### config.mk
export PLATFORM = sky130hd
export DESIGN_NAME = sincos
export DESIGN_NICKNAME = d
export VERILOG_FILES = /design/src/rtl/sincos.sv
export SDC_FILE = /design/constraint.sdc
export NUM_CORES = 1
export LEC_CHECK = 0
export BUFFER_PORTS_ARGS = -buffer_cell sky130_fd_sc_hd__buf_2
export CAP_MARGIN = 20
export CORE_ASPECT_RATIO = 1.2
export CORE_MARGIN = 5
export CORE_UTILIZATION = 45
export DETAILED_ROUTE_END_ITERATION = 6
export PLACE_DENSITY_LB_ADDON = 0.25
export REMOVE_ABC_BUFFERS = 1
export SLEW_MARGIN = 40
export SYNTH_ARGS = -nofsm -noshare
export SYNTH_HDL_FRONTEND = slang
export SYNTH_SLANG_ARGS = --single-unit
### constraint.sdc
create_clock -name clk -period 7.35 [get_ports clk]
set_input_delay 0.3675 -clock clk [delete_from_list [all_inputs] [get_ports clk]]
set_output_delay 0.3675 -clock clk [all_outputs]
set_load 0.02 [all_outputs]
### src/rtl/sincos.sv
// sincos: iterative CORDIC rotation-mode engine.
//
// Takes a signed Q8.24-degree angle and produces its cosine and sine in Q8.24.
// One micro-rotation per clock. The handshake is start / busy / done.
//
// Parameters
//   ITER     number of CORDIC iterations, 1..38 (default 32)
//
// Ports
//   clk      rising-edge clock
//   rst_n    asynchronous active-low reset
//   start    conversion request, sampled only while idle
//   ang      signed angle, Q8.24 degrees, sampled on the accepting edge
//   busy     high from the accepting edge through the done pulse
//   done     one-cycle pulse when cos_out / sin_out update
//   cos_out  signed cosine, Q8.24, held until the next done
//   sin_out  signed sine, Q8.24, held until the next done
//
// Build option
//   SINCOS_ROUND_EN  when defined, the outputs are rounded to nearest.
//                    Otherwise they are truncated. Timing is the same in both builds.
module sincos #(
    parameter int unsigned ITER = 32
) (
    input  logic        clk,
    input  logic        rst_n,
    input  logic        start,
    input  logic [31:0] ang,
    output logic        busy,
    output logic        done,
    output logic [31:0] cos_out,
    output logic [31:0] sin_out
);

    // Elaboration-time arctangent table. Each value is round(atan(2^-i) in degrees * 2^32).
    // It is derived from atan series evaluated in 96-bit fixed point, with pi taken from Machin.
    localparam int unsigned FracW = 96;
    typedef logic [191:0] wide_t;

    // atan(1/n) * 2^FracW by the alternating Taylor series (n >= 2).
    function automatic wide_t atan_inv(input wide_t n);
        wide_t p;
        wide_t sum;
        wide_t term;
        p   = (wide_t'(1) << FracW) / n;
        sum = '0;
        for (int k = 0; k < 64; k++) begin
            term = p / wide_t'(2 * k + 1);
            if ((k % 2) == 0) sum = sum + term;
            else              sum = sum - term;
            p = p / (n * n);
        end
        return sum;
    endfunction

    localparam wide_t QuarterPi = (wide_t'(4) * atan_inv(wide_t'(5))) - atan_inv(wide_t'(239));

    function automatic logic [39:0] atan_const(input int unsigned i);
        wide_t a;
        wide_t num;
        wide_t res;
        if (i == 0) begin
            res = wide_t'(45) << 32;
        end else begin
            // degrees = 45 * atan(2^-i) / atan(1)
            a   = atan_inv(wide_t'(1) << i);
            num = a * (wide_t'(45) << 32);
            res = (num * wide_t'(2) + QuarterPi) / (QuarterPi * wide_t'(2));
        end
        return res[39:0];
    endfunction

    logic [39:0] atan_tab [38];

    for (genvar g = 0; g < 38; g++) begin : g_atan
        localparam logic [39:0] AtanVal = atan_const(g);
        assign atan_tab[g] = AtanVal;
    end

    localparam logic signed [39:0] GainK   = 40'sh00_9B74_EDA8;
    localparam logic signed [39:0] Deg90   = 40'sh5A_0000_0000;
    localparam logic        [5:0]  LastCnt = 6'(ITER - 1);

    typedef enum logic [1:0] {StIdle, StRun, StDone} state_e;

    state_e             state_q;
    logic        [5:0]  cnt_q;
    logic signed [39:0] x_q, y_q, z_q;

    // Load values, including the quadrant pre-rotation for |ang| > 90 degrees.
    logic signed [31:0] ang_s;
    logic signed [39:0] z_ang;
    logic signed [39:0] x_load, y_load, z_load;

    assign ang_s = $signed(ang);
    assign z_ang = $signed({ang, 8'h00});

    always_comb begin
        x_load = GainK;
        y_load = '0;
        z_load = z_ang;
        if (ang_s > 32'sh5A00_0000) begin
            x_load = '0;
            y_load = GainK;
            z_load = z_ang - Deg90;
        end else if (ang_s < 32'shA600_0000) begin
            x_load = '0;
            y_load = -GainK;
            z_load = z_ang + Deg90;
        end
    end

    // One micro-rotation. Both shifts use the pre-update x and y.
    logic signed [39:0] x_sh, y_sh, atan_i;
    logic signed [39:0] x_nxt, y_nxt, z_nxt;

    assign x_sh   = x_q >>> cnt_q;
    assign y_sh   = y_q >>> cnt_q;
    assign atan_i = $signed(atan_tab[cnt_q]);

    always_comb begin
        if (!z_q[39]) begin
            x_nxt = x_q - y_sh;
            y_nxt = y_q + x_sh;
            z_nxt = z_q - atan_i;
        end else begin
            x_nxt = x_q + y_sh;
            y_nxt = y_q - x_sh;
            z_nxt = z_q + atan_i;
        end
    end

    // Q8.32 -> Q8.24 output conversion
    logic [31:0] cos_res, sin_res;

`ifdef SINCOS_ROUND_EN
    assign cos_res = 32'((x_q + 40'sd128) >>> 8);
    assign sin_res = 32'((y_q + 40'sd128) >>> 8);
`else
    assign cos_res = x_q[39:8];
    assign sin_res = y_q[39:8];
`endif

    always_ff @(posedge clk or negedge rst_n) begin
        if (!rst_n) begin
            state_q <= StIdle;
            cnt_q   <= '0;
            x_q     <= '0;
            y_q     <= '0;
            z_q     <= '0;
            busy    <= 1'b0;
            done    <= 1'b0;
            cos_out <= '0;
            sin_out <= '0;
        end else begin
            unique case (state_q)
                StIdle: begin
                    done <= 1'b0;
                    busy <= start;
                    if (start) begin
                        x_q     <= x_load;
                        y_q     <= y_load;
                        z_q     <= z_load;
                        cnt_q   <= '0;
                        state_q <= StRun;
                    end
                end
                StRun: begin
                    x_q   <= x_nxt;
                    y_q   <= y_nxt;
                    z_q   <= z_nxt;
                    cnt_q <= cnt_q + 6'd1;
                    if (cnt_q == LastCnt) state_q <= StDone;
                end
                StDone: begin
                    // busy remains high here. It drops on the next edge, together with done.
                    cos_out <= cos_res;
                    sin_out <= sin_res;
                    done    <= 1'b1;
                    state_q <= StIdle;
                end
                default: state_q <= StIdle;
            endcase
        end
    end

endmodule

# Word level (Yosys, flattened, before mapping)
# Memory sizes are Yosys's and may differ from the RTL's.
# Index checks and enable logic that the tools add are counted.
[totals]
regBits = 194
word_cells = 58
mem_bits_rw = 0
rom_bits = 2560
latch_bits = 0
in_bits = 35
output_inout_bits = 66
n_memories = 1
[op_classes]
n_addsub = 9
shift = 2
mux = 23
multipliers = 0
div = 0
bitwise_logic = 1
order_cmp = 3
n_reduce_logical = 5
n_eq_ne = 5
[memory_table]
columns = ["name", "depth", "word_bits", "rd", "rd_ports_with_merged_regs", "write_ports", "line", "rtl"]
rows = [
  ["(name not given)", 64, 40, 1, 0, 0, "119", "assign atan_i = $signed(atan_tab[cnt_q]);"],
]
[ops]
columns = ["operator", "count"]
rows = [
  ["$mux 40", 13],
  ["$pmux 40 s2", 3],
  ["$add 40x40->40", 3],
  ["$sub 40x40->40", 3],
  ["$sshr 40x6->40", 2],
  ["$add 40x40->40 const B", 1],
  ["$sub 40x40->40 const B", 1],
  ["$gt 32x32->1 const B", 1],
  ["$lt 32x32->1 const B", 1],
  ["$mux 32", 1],
  ["$pmux 6 s2", 1],
  ["$ge 7x7->1 const B", 1],
  ["$not 6->7", 1],
  ["$add 6x1->6 const B", 1],
  ["$eq 6x5->1 const B", 1],
  ["$mux 6", 1],
  ["$mux 2", 2],
  ["$ne 2x2->1 const B", 2],
  ["$pmux 2 s2", 1],
  ["$reduce_and 2->1", 2],
  ["$reduce_bool 2->1", 2],
  ["$eq 2x1->1 const B", 1],
  ["$eq 2x2->1 const B", 1],
  ["$logic_not 2->1", 1],
  ["$pmux 1 s2", 1],
]

# Depth between registers and ports, before layout
# Gate-level depths: netlist of the first run.
[logic_depth]
word_depth = 7
ltp_mapped = 36
mapped_depth_nobuf = 28

# Worst setup path before layout of the first run
# No wires, ideal clock.
[synth_path]
path_kind = "flip-flop to flip-flop"
start = "register cnt_q[0]"
end = "register z_q[36]"
t_arrival_ps = 6535
synth_period_minus_slack_ps = 6655
setup_slack_ps = 695
path_stages_with_launch = 32
t_required_ps = 7230
n_path_buf = 6
setup_time_ps = 120
path_cell_list = "dfrtp_1 > buf_2 > inv_2 > buf_2 > buf_2 > buf_2 > buf_2 > ha_1 > clkbuf_1 > nor2b_1 > o21ai_0 > a211oi_1 > a21oi_1 > ha_1 > nand4_1 > nor4_1 > and3b_1 > and3_1 > and4_1 > nor2_1 > xor2_1 > ha_1 > a21o_1 > a21o_1 > a21o_1 > a21o_1 > and2_1 > or2_2 > a31oi_1 > o211ai_1 > a311o_1 > o211a_1"
[synth_between]
elab_chain_cells = 7
word_cells_on_any_way = 8
classes_between = "2 x add/sub; 4 x mux; 1 x bitwise; 1 x memory"
[synth_lines]
columns = ["element", "line", "rtl"]
rows = [
  ["from (decl)", "87", "logic [5:0] cnt_q;"],
  ["from (signal assigned)", "172", "cnt_q <= cnt_q + 6'd1;"],
  ["$not 6->7 (implied by the code) *", "119", ""],
  ["$mem_v2 64x40 *", "--", ""],
  ["$mux 40 (implied by the code) * (2 in series)", "119", ""],
  ["$sub 40x40->40 / $add 40x40->40 (equally long branches)", "125, 129", ""],
  ["$mux 40 *", "122", "if (!z_q[39]) begin"],
  ["$pmux 40 s2 *", "156", "unique case (state_q)"],
  ["to (signal assigned)", "163", "z_q <= z_load;"],
  ["to (signal assigned)", "171", "z_q <= z_nxt;"],
  ["to (decl)", "88", "logic signed [39:0] x_q, y_q, z_q;"],
]
# Every way passes the cells marked *; elsewhere a longest branch is shown, timed or not. The select of a mux whose other input is x is not followed.
# A chain may end at the register's enable or synchronous reset.

# Final worst setup path of the first run
[layout_path]
start = "register cnt_q[0]"
end = "register y_q[39]"
[layout_between]
elab_chain_cells = 4
word_cells_on_any_way = 5
classes_between = "2 x add/sub; 1 x shift; 2 x mux"
[layout_lines]
columns = ["element", "line", "rtl"]
rows = [
  ["$sshr 40x6->40 *", "117", "assign x_sh = x_q >>> cnt_q;"],
  ["$add 40x40->40 / $sub 40x40->40 (equally long branches)", "124, 128", ""],
  ["$mux 40 *", "122", ""],
  ["$pmux 40 s2 *", "156", ""],
  ["to (signal assigned)", "162", "y_q <= y_load;"],
  ["to (signal assigned)", "170", "y_q <= y_nxt;"],
  ["to (decl)", "88", ""],
]
# Every way passes the cells marked *; elsewhere a longest branch is shown, timed or not.

==> impl_metrics.csv, run 1 <==
group,metric,value,unit
final_layout,nets,3034,
final_layout,stdcell_count,3563,
floorplan,ios,101,
route,vias_per_cell,6.60,
worst_hold_path,hold_class,"primary input to register",
synth,synth_top_cell_area_share,20.7,%
route,avgRoutedWirePerCell,27.2,microns
clocking,ctsHtreeMaxLevel,4,
route,routed_wirelength,96800,microns
worst_setup_path,crit_type,"register to register",
synth,async_flop_share,100,%
floorplan,die-area,0.0568,sq mm
sta,setup_viol_count_final,0,
synth,synthTopCellsByArea,"dfrtp_1 (21%), ha_1 (7.6%), mux4_2 (7.5%)",
worst_setup_path,r2r-start,"cnt_q[0]",
floorplan,start_util,45.5,%
worst_setup_path,rrSetupSlack,420,ps
flow_run,maxCapViolCount,0,
route,vias,23511,
status,status,"complete, no violations",
sta,min_period,6930,ps
worst_setup_path,crit_end,"y_q[39]",
synth,syn-cell-area,0.0235,sq mm
synth,synth_seq_cells,194,
sta,hold_violations,0,
sta,slew_viol_final,0,
final_layout,synthToLayoutAreaGrowth,10.3,%
sta,fmax,0.144,GHz
synth,ys.warnings.count,0,
worst_setup_path,worstSetupEndpointType,"register",
synth,yosysSeqAreaShare,20.7,%
global_route,grt_pass1_vias,22820,
worst_setup_path,cp.arrival,7290,ps
floorplan,die_x,218,microns
final_layout,multi_input_area,0.0176,sq mm
sta,fin_crit_sh,94.3,%
worst_setup_path,worstSetupStartpoint,"cnt_q[0]",
route,drt_first_pass_iters,6,
route,drtIter0Drc,2347,
sta,tightest_slew,917,ps
final_layout,layout-drive-gt1-share,17.3,%
floorplan,num_rows,91,
worst_setup_path,critPathMaxFanout,10,
global_route,grt_pass1_wl,143000,microns
worst_hold_path,worstHoldStart,"ang[14]",
worst_setup_path,ff2ff_path_depth,27,
synth,ys.flop_type,"dfrtp_1",
place,dp_hpwl,73700,microns
clocking,clk_pin_slew_worst_paths,80,ps
clocking,clk_path_buf_depth,2,
final_layout,filler_cell_count,5007,
clocking,cts.sinks,194,
sta,clock_skew,18.0,ps
place,io_buffers,100,
synth,synthCells,2784,
final_layout,n_antenna_cell,0,
clocking,cts_buffers,17,
global_route,overflow,0,
clocking,cts_tree,"built",
clocking,clk-insertion-delay-late,520,ps
final_layout,utilization,50.2,%
global_route,gr-usage-all-layers,32.9,%
worst_setup_path,worstReg2RegEnd,"y_q[39]",
route,drc,0,
synth,avgSynthCellArea,8.43,sq um
global_route,antenna_found_initial,2,
worst_setup_path,cp-start-kind,"register",
clocking,cts-root-buf,"clkbuf_16",
worst_setup_path,crit_required,7710,ps
floorplan,dieHeight,260,microns
sta,relSlewSlack,38.7,%
place,place_inst,3519,
floorplan,core_area,0.0516,sq mm
place,place_congestion,1.01,
global_route,grt_max_degree,74,
synth,yosys.area.top_type,"dfrtp_1",
route,ant_nets,0,
synth,synth_edf_count,0,
final_layout,seq_area,0.00487,sq mm
sta,rsz0062_at_grt,"no",
synth,synth.distinct_cells,97,
## per-layer routing
layer / part of all wire (%) / GRT usage [%] / vias to the layer above
met2: 48 / 55.6 / 1042
met5: 0.028 / 0 / -
met4: 5.7 / 16.0 / 4
met3: 6.4 / 4.79 / 270
li1: - / - / 10609
met1: 40 / 41.3 / 11586
## registers in the layout (all words and copies together) (netlist names)
name and cells:
busy 1, cnt_q 6, cos_out 32, done 1, sin_out 32, state_q 2, x_q 40, y_q 40
z_q 40
## Yosys cell counts, drive strengths merged (31+ instances only)
| cell type | instances |
|---|---|
| a21oi | 259 |
| nand2 | 218 |
| o21ai | 217 |
| dfrtp | 194 |
| nor2 | 183 |
| ha | 143 |
| xnor2 | 118 |
| mux2 | 117 |
| clkbuf | 111 |
| mux2i | 110 |
| xor2 | 91 |
| a21o | 87 |
| mux4 | 78 |
| buf | 77 |
| nand3 | 73 |
| inv | 59 |
| a211oi | 51 |
| a31oi | 50 |
| nor3 | 44 |
| nand2b | 38 |
| a22oi | 34 |
| and3 | 31 |
## final cells by class
| cell class | instances | share of cell area, % |
|---|---|---|
| well taps | 697 | 3.37 |
| multi-input cells | 2343 | 68.0 |
| inverters | 59 | 0.856 |
| clock buffers | 20 | 1.73 |
| clock inverters | 12 | 0.658 |
| repair buffers | 238 | 6.58 |
| flip-flops and latches | 194 | 18.8 |
## worst min path at each step
stage	end	depth (start not counted)
finish	z_q[22]	3
floorplan	busy	0
detailed placement	busy	1
CTS	z_q[22]	3
global placement	z_q[35]	1
global route	z_q[20]	3
## through the flow
stage | hold WS [ps] | setup TNS, ps | setup slack (ps) | instance area (sq um)
after global routing | 120 | 0 | 45.6 | 25900
after global placement | 416 | 0 | 293 | 25000
final | 114 | 0 | 419 | 25900
after CTS | 92.2 | 0 | 33.8 | 25700
after detailed placement | 425 | 0 | 91.4 | 25100
after floorplan | 71.9 | -139040 | -2450 | 22600
## kinds of logic (layout without fill, tap and decap cells)
logic type	count (synthesis)	in the layout	share of synthesized area [%]
simple gates	745	745	15.7
buf+inv	247	329	4.64
flops	194	194	20.7
xor+xnor	209	209	7.80
mux	305	305	17.8
compound gates	938	938	25.5
fa+ha+maj	146	146	7.88
## worst max-delay path, stage by stage (launching register included)
cell and delay [ps]:
dfrtp_4 540, mux4_2 530, a222oi_1 510, buf_4 230, o21ai_0 150, a221o_1 360
a21oi_1 250, ha_1 220, nor3b_2 190, nand4bb_1 190, nor4b_2 360, buf_4 200
and2_1 160, a21oi_1 90, xnor2_1 210, ha_1 290, a21o_1 160, a21o_1 190
a21o_1 190, a21oi_1 150, o21ai_0 120, nor3_1 330, buf_4 180, o21ai_0 150
a221o_1 360, a31oi_1 240, xnor2_1 150, o21ai_1 80
## repair_timing
action / 4_1_cts / 5_1_grt
hold endpoints to repair: 68 / 0
resized for setup: 0 / 4
endpoints found under the setup margin: 0 / 12
setup buffers: 0 / 11
hold buffers: 1 / 0
## placed cells by master, fill, tap and decap left out, drive strengths merged, types with 25 or more instances in the layout
cell    netlist  routed
o21ai       217     217
o31ai        26      26
mux4         78      78
dfrtp       194     194
a22oi        34      34
mux2        117     117
ha          143     143
and3         31      31
buf          77     236
inv          59      65
a211oi       51      51
nand2b       38      38
a21oi       259     259
nor3         44      44
nor2        183     183
mux2i       110     110
nand3        73      73
a21o         87      87
xnor2       118     118
and2         25      25
nand2       218     218
xor2         91      91
nor2b        30      30
a31oi        50      50
Power of run 1 is left out: the tool's default activity adds up to more than one toggle a clock period on the data nets, which glitch-free logic cannot reach.
==> run 2, diff against run 1 <==
CORE_ASPECT_RATIO = 1.5   (was 1.2)
==> run 2 against run 1 <==
Via count is 1.0% higher. Non-clock buffer count is 7 higher. Routed wire length is 5.4% higher. Die area is 0.13% higher. Critical path depth stayed put. Design area hardly changed. Final cell count is 0.39% lower.
==> impl_metrics.csv, run 2 (same netlist as run 1, synthesis figures left out) <==
group,metric,value,unit
global_route,overflow,0,
final_layout,filler_cell_count,5014,
route,vias_per_cell,6.69,
global_route,grt_pass1_vias,23599,
sta,fin_crit_sh,95.2,%
floorplan,ios,101,
clocking,clk_path_buf_depth,2,
floorplan,start_util,45.4,%
floorplan,core_area,0.0517,sq mm
global_route,gr-usage-all-layers,34.8,%
sta,layout_setup_ws,356,ps
worst_setup_path,critPathMaxFanout,11,
sta,relSlewSlack,34.7,%
place,place_congestion,1.06,
final_layout,final_cell_mix,"a21oi_1 (259), nand2_1 (217), o21ai_0 (205), dfrtp_1 (187), nor2_1 (178)",
sta,fmax,0.143,GHz
global_route,antenna_found_initial,1,
final_layout,layout-drive-gt1-share,17.6,%
sta,rsz0062_at_grt,"yes",
route,vias,23752,
floorplan,die_x,196,microns
status,status,"complete, no violations",
worst_hold_path,hold_class,"primary input to register",
global_route,grt_pass1_wl,150000,microns
route,routed_wirelength,102000,microns
worst_setup_path,crit_required,7700,ps
place,place_ws,145,ps
final_layout,synthToLayoutAreaGrowth,10.2,%
final_layout,nets,3041,
sta,min_period,6990,ps
final_layout,largestRegisters,"x_q: 40 flops, y_q: 40 flops, z_q: 40 flops",
worst_setup_path,cp-start-kind,"register",
clocking,cts.sinks,194,
floorplan,die-area,0.0569,sq mm
clocking,clk_pin_slew_worst_paths,80,ps
floorplan,dieHeight,290,microns
final_layout,n_antenna_cell,0,
worst_setup_path,worstSetupEndpointType,"register",
sta,setup_viol_count_final,0,
route,ant_nets,0,
route,avgRoutedWirePerCell,28.7,microns
clocking,clk-insertion-delay-late,500,ps
floorplan,num_rows,102,
flow_run,maxCapViolCount,0,
sta,clock_skew,17.0,ps
clocking,cts-root-buf,"clkbuf_16",
global_route,grt_max_degree,81,
place,dp_hpwl,78700,microns
sta,hold_violations,0,
sta,tightest_slew,975,ps
clocking,cts_buffers,17,
route,drc,0,
clocking,ctsHtreeMaxLevel,4,
clocking,cts_tree,"built",
worst_setup_path,cp.arrival,7340,ps
final_layout,final_common_cell,"a21oi_1",
place,io_buffers,100,
worst_setup_path,crit_type,"register to register",
sta,slew_viol_final,0,
route,drt_first_pass_iters,6,
route,drtIter0Drc,2219,
-- run 2: critical path, stage by stage (launching register included) --
cell       delay, ps
dfrtp_4          440
buf_12           150
mux4_2           570
mux2i_1          280
mux2i_1          170
a221o_1          420
a21oi_1          220
ha_1             220
nor3b_2          240
nand4bb_1        210
nor4b_2          390
and4_1           300
and3_1           250
nor3_1            90
a211oi_1         320
ha_1             350
and3_1           220
nand2_1          130
nor2_1            80
a31oi_1          150
o21ai_0          150
nor3_1           250
buf_4            170
o21ai_0          180
a221o_1          380
a31oi_1          300
xnor2_1          160
o21ai_1           70
-- run 2: cell type report --
type                       count  area, sq um  area share (%)
multi-input combinational   2343        17600            68.0
sequential                   194         4870            18.8
timing repair buffer         245         1700            6.58
tap                          676          846            3.27
clock buffer                  19          453            1.75
inverter                      59          221           0.856
clock inverter                13          183           0.706
-- run 2: per-layer routing --
metal	track usage [%]	share of wire (%)	vias to the layer above
met5	0	0	-
met4	24.7	8.3	0
met3	4.43	6.2	340
met2	60.8	49	1103
met1	39.2	36	11684
li1	-	-	10625
-- run 2: per-stage QoR --
step | cell area, sq um | setup TNS (ps) | hold WS [ps] | util [%] | std cells
floorplan | 22600 | -139040 | 71.9 | - | 2596
global placement | 25000 | 0 | 454 | 48.5 | 3505
detailed placement | 25100 | 0 | 468 | 48.5 | 3507
CTS | 25700 | 0 | 109 | 49.8 | 3540
global route | 25900 | -30.6 | 132 | 50.0 | 3549
finish | 25900 | 0 | 130 | 50.0 | 3549
-- run 2: final timing paths --
kind	from	to	slack, ps	cells past startpoint
min reg2reg	cos_out[31]	cos_out[31]	490	2
min in group asynchronous	rst_n	z_q[37]	490	2
max	cnt_q[1]	y_q[39]	360	27
min	ang[24]	z_q[32]	130	3
max in group asynchronous	rst_n	y_q[12]	5620	3
max reg2reg	cnt_q[1]	y_q[39]	360	27
-- run 2: what timing repair did --
action	in CTS	in global routing
resized for setup	0	2
hold endpoints to repair	78	0
hold buffers	1	0
setup endpoints to repair	0	10
buffers inserted	0	9
Power of run 2 is left out for the same reason.
